<file path="src/rtl/fifo_pop_ctrl_pkg.sv">
// Shared types and defaults for the Fifo read-side controller.
// Holds the FSM state encoding and the skid-occupancy pop gate.
package fifo_pop_ctrl_pkg;

  localparam int DATA_WIDTH_DEF  = 10;
  localparam int COUNT_WIDTH_DEF = 16;

  typedef enum logic [2:0] {
    ST_RESET  = 3'd0,
    ST_IDLE   = 3'd1,
    ST_ACTIVE = 3'd2,
    ST_DRAIN  = 3'd3,
    ST_ERROR  = 3'd4
  } state_e;

  // Words buffered plus the word still in flight from the Fifo must fit the 2-entry skid.
  // Using only registered occupancy costs a bubble every third cycle at full rate.
  function automatic logic can_pop(input logic [1:0] skid_cnt, input logic inflight);
    logic [2:0] occ;
    occ = {1'b0, skid_cnt} + {2'b00, inflight};
    return occ < 3'd2;
  endfunction

endpackage

</file>
<file path="src/rtl/fifo_pop_ctrl_skid_buffer2.sv">
// Two-entry circular skid buffer: head is presented while cnt != 0.
// Zero-cycle read of the head; writes land the cycle after wr is sampled.
module skid_buffer2 #(
  parameter int DW = 10
) (
  input  logic          clk,
  input  logic          reset,
  input  logic          wr,
  input  logic [DW-1:0] wr_data,
  input  logic          rd,
  output logic [DW-1:0] head,
  output logic [1:0]    cnt
);

  logic [DW-1:0] mem_q [2];
  logic [DW-1:0] mem_d [2];
  logic          wr_ptr_q, wr_ptr_d;
  logic          rd_ptr_q, rd_ptr_d;
  logic [1:0]    cnt_q, cnt_d;
  logic          rd_ok;

  assign rd_ok = rd & (cnt_q != 2'd0);

  always_comb begin
    mem_d    = mem_q;
    wr_ptr_d = wr_ptr_q;
    rd_ptr_d = rd_ptr_q;
    cnt_d    = cnt_q;
    if (wr) begin
      mem_d[wr_ptr_q] = wr_data;
      wr_ptr_d        = ~wr_ptr_q;
    end
    if (rd_ok) begin
      rd_ptr_d = ~rd_ptr_q;
    end
    case ({wr, rd_ok})
      2'b10:   cnt_d = cnt_q + 2'd1;
      2'b01:   cnt_d = cnt_q - 2'd1;
      default: cnt_d = cnt_q;
    endcase
  end

  always_ff @(posedge clk) begin
    if (reset) begin
      mem_q[0] <= '0;
      mem_q[1] <= '0;
      wr_ptr_q <= 1'b0;
      rd_ptr_q <= 1'b0;
      cnt_q    <= 2'd0;
    end else begin
      mem_q    <= mem_d;
      wr_ptr_q <= wr_ptr_d;
      rd_ptr_q <= rd_ptr_d;
      cnt_q    <= cnt_d;
    end
  end

  assign head = mem_q[rd_ptr_q];
  assign cnt  = cnt_q;

endmodule

</file>
<file path="src/rtl/fifo_pop_ctrl.sv">
// Fifo read-side controller: pops the Fifo, parks words in a 2-entry skid, delivers on valid/ready.
// Pop-to-valid latency 2 cycles; pop is gated on registered skid occupancy so ready_in never reaches pop.
module fifo_pop_ctrl
  import fifo_pop_ctrl_pkg::*;
#(
  parameter int data_width  = DATA_WIDTH_DEF,
  parameter int count_width = COUNT_WIDTH_DEF
) (
  input  logic                   clk,
  input  logic                   reset,
  input  logic                   enable,
  input  logic                   fifo_empty,
  input  logic                   fifo_error,
  input  logic [data_width-1:0]  FIFO_data_out,
  output logic                   pop,
  output logic                   rd_enable,
  output logic [data_width-1:0]  data_out,
  output logic                   valid_out,
  input  logic                   ready_in,
  output logic [2:0]             state,
  output logic                   idle,
  output logic [count_width-1:0] word_count
);

  state_e                 state_q, state_d;
  logic                   idle_q, idle_d;
  logic                   inflight_q, inflight_d;
  logic [count_width-1:0] word_count_q, word_count_d;
  logic [1:0]             skid_cnt;
  logic                   skid_empty;
  logic                   xfer;

  assign valid_out  = (skid_cnt != 2'd0);
  assign skid_empty = ~valid_out;
  assign xfer       = valid_out & ready_in;
  assign pop        = (state_q == ST_ACTIVE) & ~fifo_empty & can_pop(skid_cnt, inflight_q);
  assign rd_enable  = pop;
  assign state      = state_q;
  assign idle       = idle_q;
  assign word_count = word_count_q;

  always_comb begin
    state_d = state_q;
    case (state_q)
      ST_RESET:  state_d = ST_IDLE;
      ST_IDLE:   if (enable && !fifo_empty) state_d = ST_ACTIVE;
      ST_ACTIVE: begin
        if (!enable) begin
          state_d = ST_DRAIN;
        end else if (fifo_empty && !inflight_q && skid_empty) begin
          state_d = ST_IDLE;
        end
      end
      ST_DRAIN: begin
        if (enable) begin
          state_d = ST_ACTIVE;
        end else if (!inflight_q && skid_empty) begin
          state_d = ST_IDLE;
        end
      end
      ST_ERROR:  state_d = ST_ERROR;
      default:   state_d = ST_ERROR;
    endcase
    // The reset state always finishes its single cycle, even under a Fifo error.
    if (fifo_error && (state_q != ST_RESET)) begin
      state_d = ST_ERROR;
    end
    idle_d       = (state_d == ST_IDLE);
    inflight_d   = pop;
    word_count_d = word_count_q + {{(count_width-1){1'b0}}, xfer};
  end

  always_ff @(posedge clk) begin
    if (reset) begin
      state_q      <= ST_RESET;
      idle_q       <= 1'b0;
      inflight_q   <= 1'b0;
      word_count_q <= '0;
    end else begin
      state_q      <= state_d;
      idle_q       <= idle_d;
      inflight_q   <= inflight_d;
      word_count_q <= word_count_d;
    end
  end

  skid_buffer2 #(
    .DW(data_width)
  ) u_skid (
    .clk     (clk),
    .reset   (reset),
    .wr      (inflight_q),
    .wr_data (FIFO_data_out),
    .rd      (xfer),
    .head    (data_out),
    .cnt     (skid_cnt)
  );

endmodule

</file>
<file path="config.mk">
export PLATFORM = sky130hd
export DESIGN_NAME = fifo_pop_ctrl
export DESIGN_NICKNAME = d
export VERILOG_FILES = /design/src/rtl/fifo_pop_ctrl_pkg.sv /design/src/rtl/fifo_pop_ctrl_skid_buffer2.sv /design/src/rtl/fifo_pop_ctrl.sv
export SDC_FILE = /design/constraint.sdc
export NUM_CORES = 1
export LEC_CHECK = 0
export CORE_AREA = 3 3 62 70
export CTS_CLUSTER_DIAMETER = 40
export CTS_CLUSTER_SIZE = 8
export DETAILED_ROUTE_END_ITERATION = 10
export DIE_AREA = 0 0 65 73
export PLACE_DENSITY = 0.86
export RECOVER_POWER = 100
export SYNTH_ARGS = -nofsm -noshare
export SYNTH_HDL_FRONTEND = slang
export SYNTH_SLANG_ARGS = --single-unit
</file>
<file path="constraint.sdc">
create_clock -name clk -period 3.8 [get_ports clk]
set_input_delay 0.38 -clock clk [delete_from_list [all_inputs] [get_ports clk]]
set_output_delay 0.38 -clock clk [all_outputs]
set_load 0.02 [all_outputs]
</file>
==> results.yml, run 1 <==
route:
  drc_errors: 0
  firstDrtPassIters: 4
  ant_nets: 0
  wl_mm: 4.02
  drtIter0Drc: 106
  via_per_inst: 5.11
  num_vias: 1634
  drt-wirelength-per-cell_um: 12.6
run_status:
  status: "complete, no violations"
synth:
  ys_seq_elements: 45
  ys_seq_area_share_pct: 47.4
  synth_flop_cell: "dfxtp_1"
  synthTopCellsByCount: "nand2_1 (46), dfxtp_1 (45), a21oi_1 (27)"
  yosysWarningCount: 0
  synthArstFlopShare_pct: 0
  syn_nets: 241
  synth.avg_cell_area_um2: 8.56
  syn_inst: 222
  synth.distinct_cells: 32
  synth_top_area_share_pct: 47.4
  synth.most_common_cell: "nand2_1"
  syn_area_um2: 1900
  synthTopCellsByArea: "dfxtp_1 (47%), nand2_1 (9.1%), a21oi_1 (7.1%), xnor2_1 (6.0%), mux2_2 (5.9%)"
  synth-edff-count: 0
  synth_top_area_cell: "dfxtp_1"
sta:
  timing.fmax_ghz: 0.353
  slew_headroom_pct: 28.1
  finalClockSkew_ns: 0.00472
  final.setup.tns_ns: 0
  slew_viol_final: 0
  min_period_ns: 2.83
  worstMarginPinSlew_ns: 1.08
  holdWs_ns: 0.454
  finalHoldViolCount: 0
  rsz0062_at_grt: "false"
  setup_viol: 0
  finalCritPeriodShare_pct: 74.5
  setup_ws_ns: 0.969
clocking:
  cts_sinks: 45
  post-cts-setup-buffers: 0
  htreeDepth: 2
  clock_latency_ns: 0.30
  numCtsBuffers: 5
  clk_pin_slew_ns: 0.08
  cts_root_buffer: "clkbuf_8"
  holdBufCountCts: 0
  tritoncts: "built"
  cts_max_path_buffers: 2
  ctsResizeCount: 0
critical_path:
  cp_slowest_cell: "dlygate4sd3_1"
  startpoint: "state[1]"
  critPathKind: "reg -> out"
  reg2reg_from: "u_skid.cnt[0]"
  critPathLaunchType: "register"
  arrival_ns: 2.45
  r2r_end: "word_count[14]"
  endpoint: "rd_enable"
  critPathMaxFanout: 6
  end_kind: "output port"
  slowest_delay_ns: 0.76
  r2r_setup_slack_ns: 1.82
  rr_worst_depth: 8
  critPathRequiredTime_ns: 3.42
  cp_top_family: "buffers and inverters"
  critPathBufInv: 1
  path_cells: "or3b_1 -> a2111oi_0 -> dlygate4sd3_1"
  cp.depth: 3
floorplan:
  rows: 23
  coreArea_um2: 3650
  die_w_um: 65
  start_util_pct: 52.0
  dieArea_um2: 4750
  num_io_pins: 49
  die_h_um: 73
global_route:
  antenna_found_initial: 0
  grt.total_usage_pct: 19.0
  overflow: 0
  grt_pass1_wl_mm: 7.03
  grt_pass1_vias: 1537
  grt_max_degree: 27
pwr:
  seq_power_share_pct: 55.8
  p_sw_share_pct: 22.4
  internal-power_w: 0.000672
  vdd_drop_max_mv: 0.182
  p_leak_nw: 0.957
  power_density_nw_per_um2: 346
  power.switching_w: 0.000194
  combPwrFrac_pct: 7.1
  clockPowerShare_pct: 37.1
cells_and_area:
  antenna-diode-count: 0
  regArea_um2: 901
  drive_above_1_share_pct: 7.78
  nNetsFinal: 288
  multiInputGateArea_um2: 922
  syn_to_final_growth_pct: 31.5
  n_fill_cell: 309
  finish.utilization_pct: 68.3
placed_design:
  gp_congestion: 0.751
  hpwl_mm: 2.87
  portBuffers: 48
  place_ws_ns: 1.41
job:
  drv_cap: 0
min_path:
  hp-class: "reg -> reg"
## through the flow
| step | cells | power (W) | instance area, µm² |
|---|---|---|---|
| after global routing | 320 | 0.000893 | 2500 |
| after global placement | 312 | 0.000560 | 2410 |
| after floorplan | 222 | 0.000525 | 1900 |
| final | 320 | 0.000865 | 2500 |
| after CTS | 320 | 0.000877 | 2510 |
| after detailed placement | 312 | 0.000560 | 2410 |
## area by class of cell
cell class,instances,area share [%]
inverter,7,1.05
timing repair buffer,49,19.4
tap,50,2.51
multi-input combinational,161,36.9
clock inverter,1,0.200
clock buffer,7,3.86
sequential,45,36.1
## power groups by stage
| stage | clock (W) | combinational [W] | sequential [W] |
|---|---|---|---|
| CTS | 0.000327 | 0.0000668 | 0.000483 |
| finish | 0.000321 | 0.0000618 | 0.000483 |
| floorplan | 0 | 0.0000259 | 0.000499 |
| global route | 0.000343 | 0.0000667 | 0.000484 |
| global placement | 0 | 0.0000662 | 0.000493 |
| detailed placement | 0 | 0.0000663 | 0.000494 |
## cell families after synthesis
family	Yosys count	share of synthesized area [%]
AND/OR/NAND/NOR	97	23.6
flip-flops	45	47.4
AO/OA/AOI/OAI	35	10.2
buffers and inverters	16	3.36
XOR/XNOR	15	6.92
multiplexers	11	6.52
adder cells (fa/ha/maj)	3	1.98
## placed cells by master, fill, tap and decap left out, drive strengths merged, types with 6 or more instances in the layout
| cell | Yosys | final |
|---|---|---|
| nand2 | 46 | 46 |
| dfxtp | 45 | 45 |
| dlygate4sd3 | 0 | 34 |
| a21oi | 27 | 27 |
| nor2 | 19 | 19 |
| clkdlybuf4s50 | 0 | 14 |
| xnor2 | 13 | 13 |
| mux2 | 11 | 11 |
| clkbuf | 5 | 8 |
| inv | 7 | 7 |
| nand3 | 6 | 6 |
## metal layers
metal  vias up  global-route usage [%]  routed length, µm
met3         6                    4.16                215
met1       745                    23.5               1820
li1        837                       -                  -
met2        46                    31.3               1920
met5         -                       0                  0
met4         0                    9.15                 62
## worst register-to-register path, delay by kind of cell, from the launching register on
kind | cells | cell delay, ns
simple gates | 5 | 0.91
fa+ha+maj | 2 | 0.37
flops | 1 | 0.42
xor+xnor | 1 | 0.16
## how the worst min path moves through the flow
stage	from	endpoint	slack [ns]	cells after the start
after floorplan	u_skid.mem_q[0]	u_skid.mem_q[0]	0.43	2
after global placement	u_skid.mem_q[1]	u_skid.mem_q[1]	0.44	2
after detailed placement	u_skid.mem_q[7]	u_skid.mem_q[7]	0.44	2
after CTS	u_skid.mem_q[7]	u_skid.mem_q[7]	0.46	2
after global routing	u_skid.mem_q[15]	u_skid.mem_q[15]	0.47	2
final	u_skid.mem_q[5]	u_skid.mem_q[5]	0.45	2
## state kept, by name (all words and copies together) (netlist names)
register	flops
u_skid.cnt	2
idle	1
u_skid.wr_ptr_q	1
u_skid.rd_ptr_q	1
u_skid.mem_q	20
state	3
inflight_q	1
word_count	16
Note: power is estimated with default switching activity, not from simulation.
==> run 2, diff against run 1 <==
--- a/config.mk
+++ b/config.mk
@@ -5,12 +5,12 @@
 export SDC_FILE = /design/constraint.sdc
 export NUM_CORES = 1
 export LEC_CHECK = 0
-export CORE_AREA = 3 3 62 70
+export CORE_AREA = 3 3 68 76
 export CTS_CLUSTER_DIAMETER = 40
 export CTS_CLUSTER_SIZE = 8
 export DETAILED_ROUTE_END_ITERATION = 10
-export DIE_AREA = 0 0 65 73
-export PLACE_DENSITY = 0.86
+export DIE_AREA = 0 0 71 79
+export PLACE_DENSITY = 0.77
 export RECOVER_POWER = 100
 export SYNTH_ARGS = -nofsm -noshare
 export SYNTH_HDL_FRONTEND = slang
==> constraint.sdc (replaced) <==
create_clock -name clk -period 2.3 [get_ports clk]
set_input_delay 0.23 -clock clk [delete_from_list [all_inputs] [get_ports clk]]
set_output_delay 0.23 -clock clk [all_outputs]
set_load 0.02 [all_outputs]
==> results.yml, run 2 (same netlist as run 1, synthesis figures left out) <==
run_status:
  status: "complete, no violations"
route:
  ant_nets: 0
  wl_mm: 4.05
  drt-wirelength-per-cell_um: 12.5
  num_vias: 1588
  via_per_inst: 4.89
  firstDrtPassIters: 4
  drc_errors: 0
  drtIter0Drc: 143
sta:
  setup_viol: 0
  slew_headroom_pct: 12.3
  finalCritPeriodShare_pct: 94.7
  finalClockSkew_ns: 0.00577
  setup_ws_ns: 0.123
  final.setup.tns_ns: 0
  worstMarginPinSlew_ns: 1.32
  rsz0062_at_grt: "false"
  slew_viol_final: 0
  timing.fmax_ghz: 0.459
  finalHoldViolCount: 0
  min_period_ns: 2.18
  holdWs_ns: 0.456
floorplan:
  die_h_um: 79
  die_w_um: 71
  coreArea_um2: 4380
  start_util_pct: 43.4
  dieArea_um2: 5610
  rows: 25
  num_io_pins: 49
pwr:
  p_leak_nw: 0.941
  internal-power_w: 0.00108
  seq_power_share_pct: 57.5
  power_density_nw_per_um2: 554
  clockPowerShare_pct: 35.0
  total_power_w: 0.00139
  vdd_drop_max_mv: 0.294
  p_sw_share_pct: 22.2
  power.switching_w: 0.000308
  combPwrFrac_pct: 7.5
clocking:
  ctsResizeCount: 2
  post-cts-setup-buffers: 0
  clock_latency_ns: 0.29
  tritoncts: "built"
  holdBufCountCts: 0
  cts_sinks: 45
  cts_max_path_buffers: 2
  htreeDepth: 2
  numCtsBuffers: 5
  cts_root_buffer: "clkbuf_8"
  clk_pin_slew_ns: 0.08
global_route:
  overflow: 0
  grt_pass1_wl_mm: 6.76
  grt_pass1_vias: 1486
  antenna_found_initial: 0
  grt.total_usage_pct: 14.8
  grt_max_degree: 31
placed_design:
  portBuffers: 48
  hpwl_mm: 2.85
  gp_congestion: 0.838
  place_ws_ns: 0.167
critical_path:
  critPathLaunchType: "register"
  arrival_ns: 1.95
  critPathMaxFanout: 7
  end_kind: "output port"
  critPathRequiredTime_ns: 2.07
  critPathKind: "reg -> out"
job:
  drv_cap: 0
min_path:
  hp-class: "reg -> reg"
cells_and_area:
  antenna-diode-count: 0
  top_register: "u_skid.mem_q"
  n_fill_cell: 424
  nNetsFinal: 290
  drive_above_1_share_pct: 8.12
  multiInputGateArea_um2: 928
  largest_reg_flops: 20
  syn_to_final_growth_pct: 31.8
  mostFrequentLayoutCells: "nand2_1 (46), dfxtp_1 (45), a21oi_1 (27), dlygate4sd3_1 (27)"
  final_common_cell: "nand2_1"
  regArea_um2: 901
[run 2: path summary, 6_finish.rpt]
kind | from | endpoint | slack, ns | cells after the start
hold reg to reg | u_skid.mem_q[14] | u_skid.mem_q[14] | 0.46 | 2
setup / recovery | u_skid.rd_ptr_q | data_out[6] | 0.12 | 3
setup reg to reg | u_skid.cnt[0] | word_count[14] | 0.29 | 8
hold / removal | u_skid.mem_q[14] | u_skid.mem_q[14] | 0.46 | 2
[run 2: power groups by stage]
stage / Clock [W] / Sequential (W) / Combinational [W]
global placement: 0 / 0.000815 / 0.000111
CTS: 0.000498 / 0.000797 / 0.000112
detailed placement: 0 / 0.000815 / 0.000112
finish: 0.000485 / 0.000797 / 0.000104
floorplan: 0 / 0.000825 / 0.0000429
global route: 0.000516 / 0.000798 / 0.000113
[run 2: metrics by stage]
step	util, %	area [µm²]	instances
after global placement	55.5	2430	318
final	57.2	2500	325
after detailed placement	55.5	2430	318
after floorplan	-	1900	222
after global routing	57.2	2500	325
after CTS	57.5	2520	325
[run 2: cell type report]
type                            instances  share of cell area, %
Inverter                                7                   1.05
Clock buffer                            7                   3.45
Timing Repair Buffer                   51                   19.7
Multi-Input combinational cell        161                   37.1
Tap cell                               54                   2.70
Sequential cell                        45                   36.0
[run 2: layer usage]
layer | share of wire (%) | routed length [µm] | global-route usage (%)
met4 | 0.69 | 28 | 3.76
met2 | 46 | 1880 | 23.8
met1 | 46 | 1880 | 19.1
met5 | 0 | 0 | 0
met3 | 6.4 | 259 | 4.94
[run 2: critical path, stage by stage, from the launching register on]
cell	delay, ns
dfxtp_1	0.52
clkbuf_2	0.25
mux2_2	0.35
clkdlybuf4s50_1	0.53
==> run 3, diff against run 2 <==
--- a/config.mk
+++ b/config.mk
@@ -10,7 +10,7 @@
 export CTS_CLUSTER_SIZE = 8
 export DETAILED_ROUTE_END_ITERATION = 10
 export DIE_AREA = 0 0 71 79
-export PLACE_DENSITY = 0.77
+export PLACE_DENSITY = 0.7
 export RECOVER_POWER = 100
 export SYNTH_ARGS = -nofsm -noshare
 export SYNTH_HDL_FRONTEND = slang
==> results.yml, run 3 (same netlist as run 1, synthesis figures left out) <==
run_status:
  status: "complete, no violations"
pwr:
  seq_power_share_pct: 54.1
  vdd_drop_max_mv: 0.382
  clockPowerShare_pct: 38.7
  power.switching_w: 0.000317
  total_power_w: 0.00147
  p_leak_nw: 0.930
  combPwrFrac_pct: 7.1
  power_density_nw_per_um2: 585
  p_sw_share_pct: 21.5
  internal-power_w: 0.00116
sta:
  holdWs_ns: 0.456
  timing.fmax_ghz: 0.460
  rsz0062_at_grt: "false"
  final.setup.tns_ns: 0
  finalHoldViolCount: 0
  slew_headroom_pct: 41.4
  min_period_ns: 2.18
  worstMarginPinSlew_ns: 0.879
  finalCritPeriodShare_pct: 94.6
  finalClockSkew_ns: 0.00814
  setup_viol: 0
  slew_viol_final: 0
critical_path:
  critPathRequiredTime_ns: 2.07
  critPathMaxFanout: 11
  slowest_delay_ns: 0.69
  cp_slowest_cell: "dfxtp_1"
  rr_worst_depth: 8
  critPathLaunchType: "register"
  path_cells: "mux2_1 -> clkdlybuf4s50_1"
  critPathKind: "reg -> out"
  r2r_setup_slack_ns: 0.27
  arrival_ns: 1.95
  end_kind: "output port"
floorplan:
  die_w_um: 71
  start_util_pct: 43.4
  dieArea_um2: 5610
  die_h_um: 79
  coreArea_um2: 4380
  rows: 25
  num_io_pins: 49
cells_and_area:
  top_register: "u_skid.mem_q"
  final_area_um2: 2520
  syn_to_final_growth_pct: 32.5
  mostFrequentLayoutCells: "nand2_1 (46), dfxtp_1 (45), a21oi_1 (27)"
  nNetsFinal: 288
  largest_reg_flops: 20
  drive_above_1_share_pct: 7.81
  antenna-diode-count: 0
  final_common_cell: "nand2_1"
  finalNonFillerCells: 323
clocking:
  holdBufCountCts: 0
  cts_root_buffer: "clkbuf_8"
  cts_sinks: 45
  cts_max_path_buffers: 2
  tritoncts: "built"
  clock_latency_ns: 0.29
  numCtsBuffers: 5
  clk_pin_slew_ns: 0.08
  htreeDepth: 2
placed_design:
  placed_area_um2: 2420
  dp_cells: 316
  hpwl_mm: 2.80
  portBuffers: 48
  gp_congestion: 0.757
global_route:
  grt_pass1_wl_mm: 7.13
  antenna_found_initial: 0
  overflow: 0
  grt.total_usage_pct: 15.8
  grt_max_degree: 45
  grt_pass1_vias: 1588
min_path:
  min_path_cells: 2
  hp-class: "reg -> reg"
route:
  wl_mm: 4.09
  drt-wirelength-per-cell_um: 12.7
  drtIter0Drc: 123
  num_vias: 1591
  via_per_inst: 4.93
  firstDrtPassIters: 4
  ant_nets: 0
  drc_errors: 0
job:
  drv_cap: 0
## run 3: cell type report
class	instances	area, µm²
clock buffer	5	68.8
clock inverter	2	35.0
fill	425	1860
inverter	7	26.3
multi-input combinational	161	935
sequential	45	901
tap	54	67.6
timing repair buffer	49	483
## run 3: worst paths after layout
kind / from / endpoint
hold / removal: u_skid.mem_q[17] / u_skid.mem_q[17]
hold reg to reg: u_skid.mem_q[17] / u_skid.mem_q[17]
setup reg to reg: u_skid.cnt[0] / word_count[12]
setup / recovery: u_skid.rd_ptr_q / data_out[7]
## run 3: per-stage QoR
step           utilization [%]  worst slack, ns
2_1_floorplan                -            0.295
3_3_place_gp              55.2            0.251
3_5_place_dp              55.2            0.211
4_1_cts                   57.5            0.121
5_1_grt                   57.5           0.0558
6_report                  57.5            0.125
## run 3: power groups by stage
stage / clock (W) / sequential, W / combinational, W
CTS: 0.000590 / 0.000797 / 0.000110
global placement: 0 / 0.000816 / 0.000109
detailed placement: 0 / 0.000816 / 0.000110
floorplan: 0 / 0.000825 / 0.0000429
finish: 0.000570 / 0.000797 / 0.000105
global route: 0.000624 / 0.000799 / 0.000114
## run 3: what timing repair did
item / in CTS / in global routing
endpoints found under the setup margin: 2 / 0
hold endpoints to repair: 0 / 0
setup buffers: 0 / 0
gates resized for setup: 2 / 0
## run 3: routing by layer
layer | GRT usage [%] | share of wire [%] | vias to the layer above
met5 | 0 | 0 | -
met3 | 4.18 | 5.5 | 7
met1 | 19.7 | 47 | 706
met2 | 25.5 | 46 | 49
li1 | - | - | 829
met4 | 7.14 | 1.5 | 0
## run 3: worst max-delay path, delay by kind of cell, from the launching register on
family	cells	cell delay, ns
DFF	1	0.69
buffers and inverters	1	0.55
muxes	1	0.41
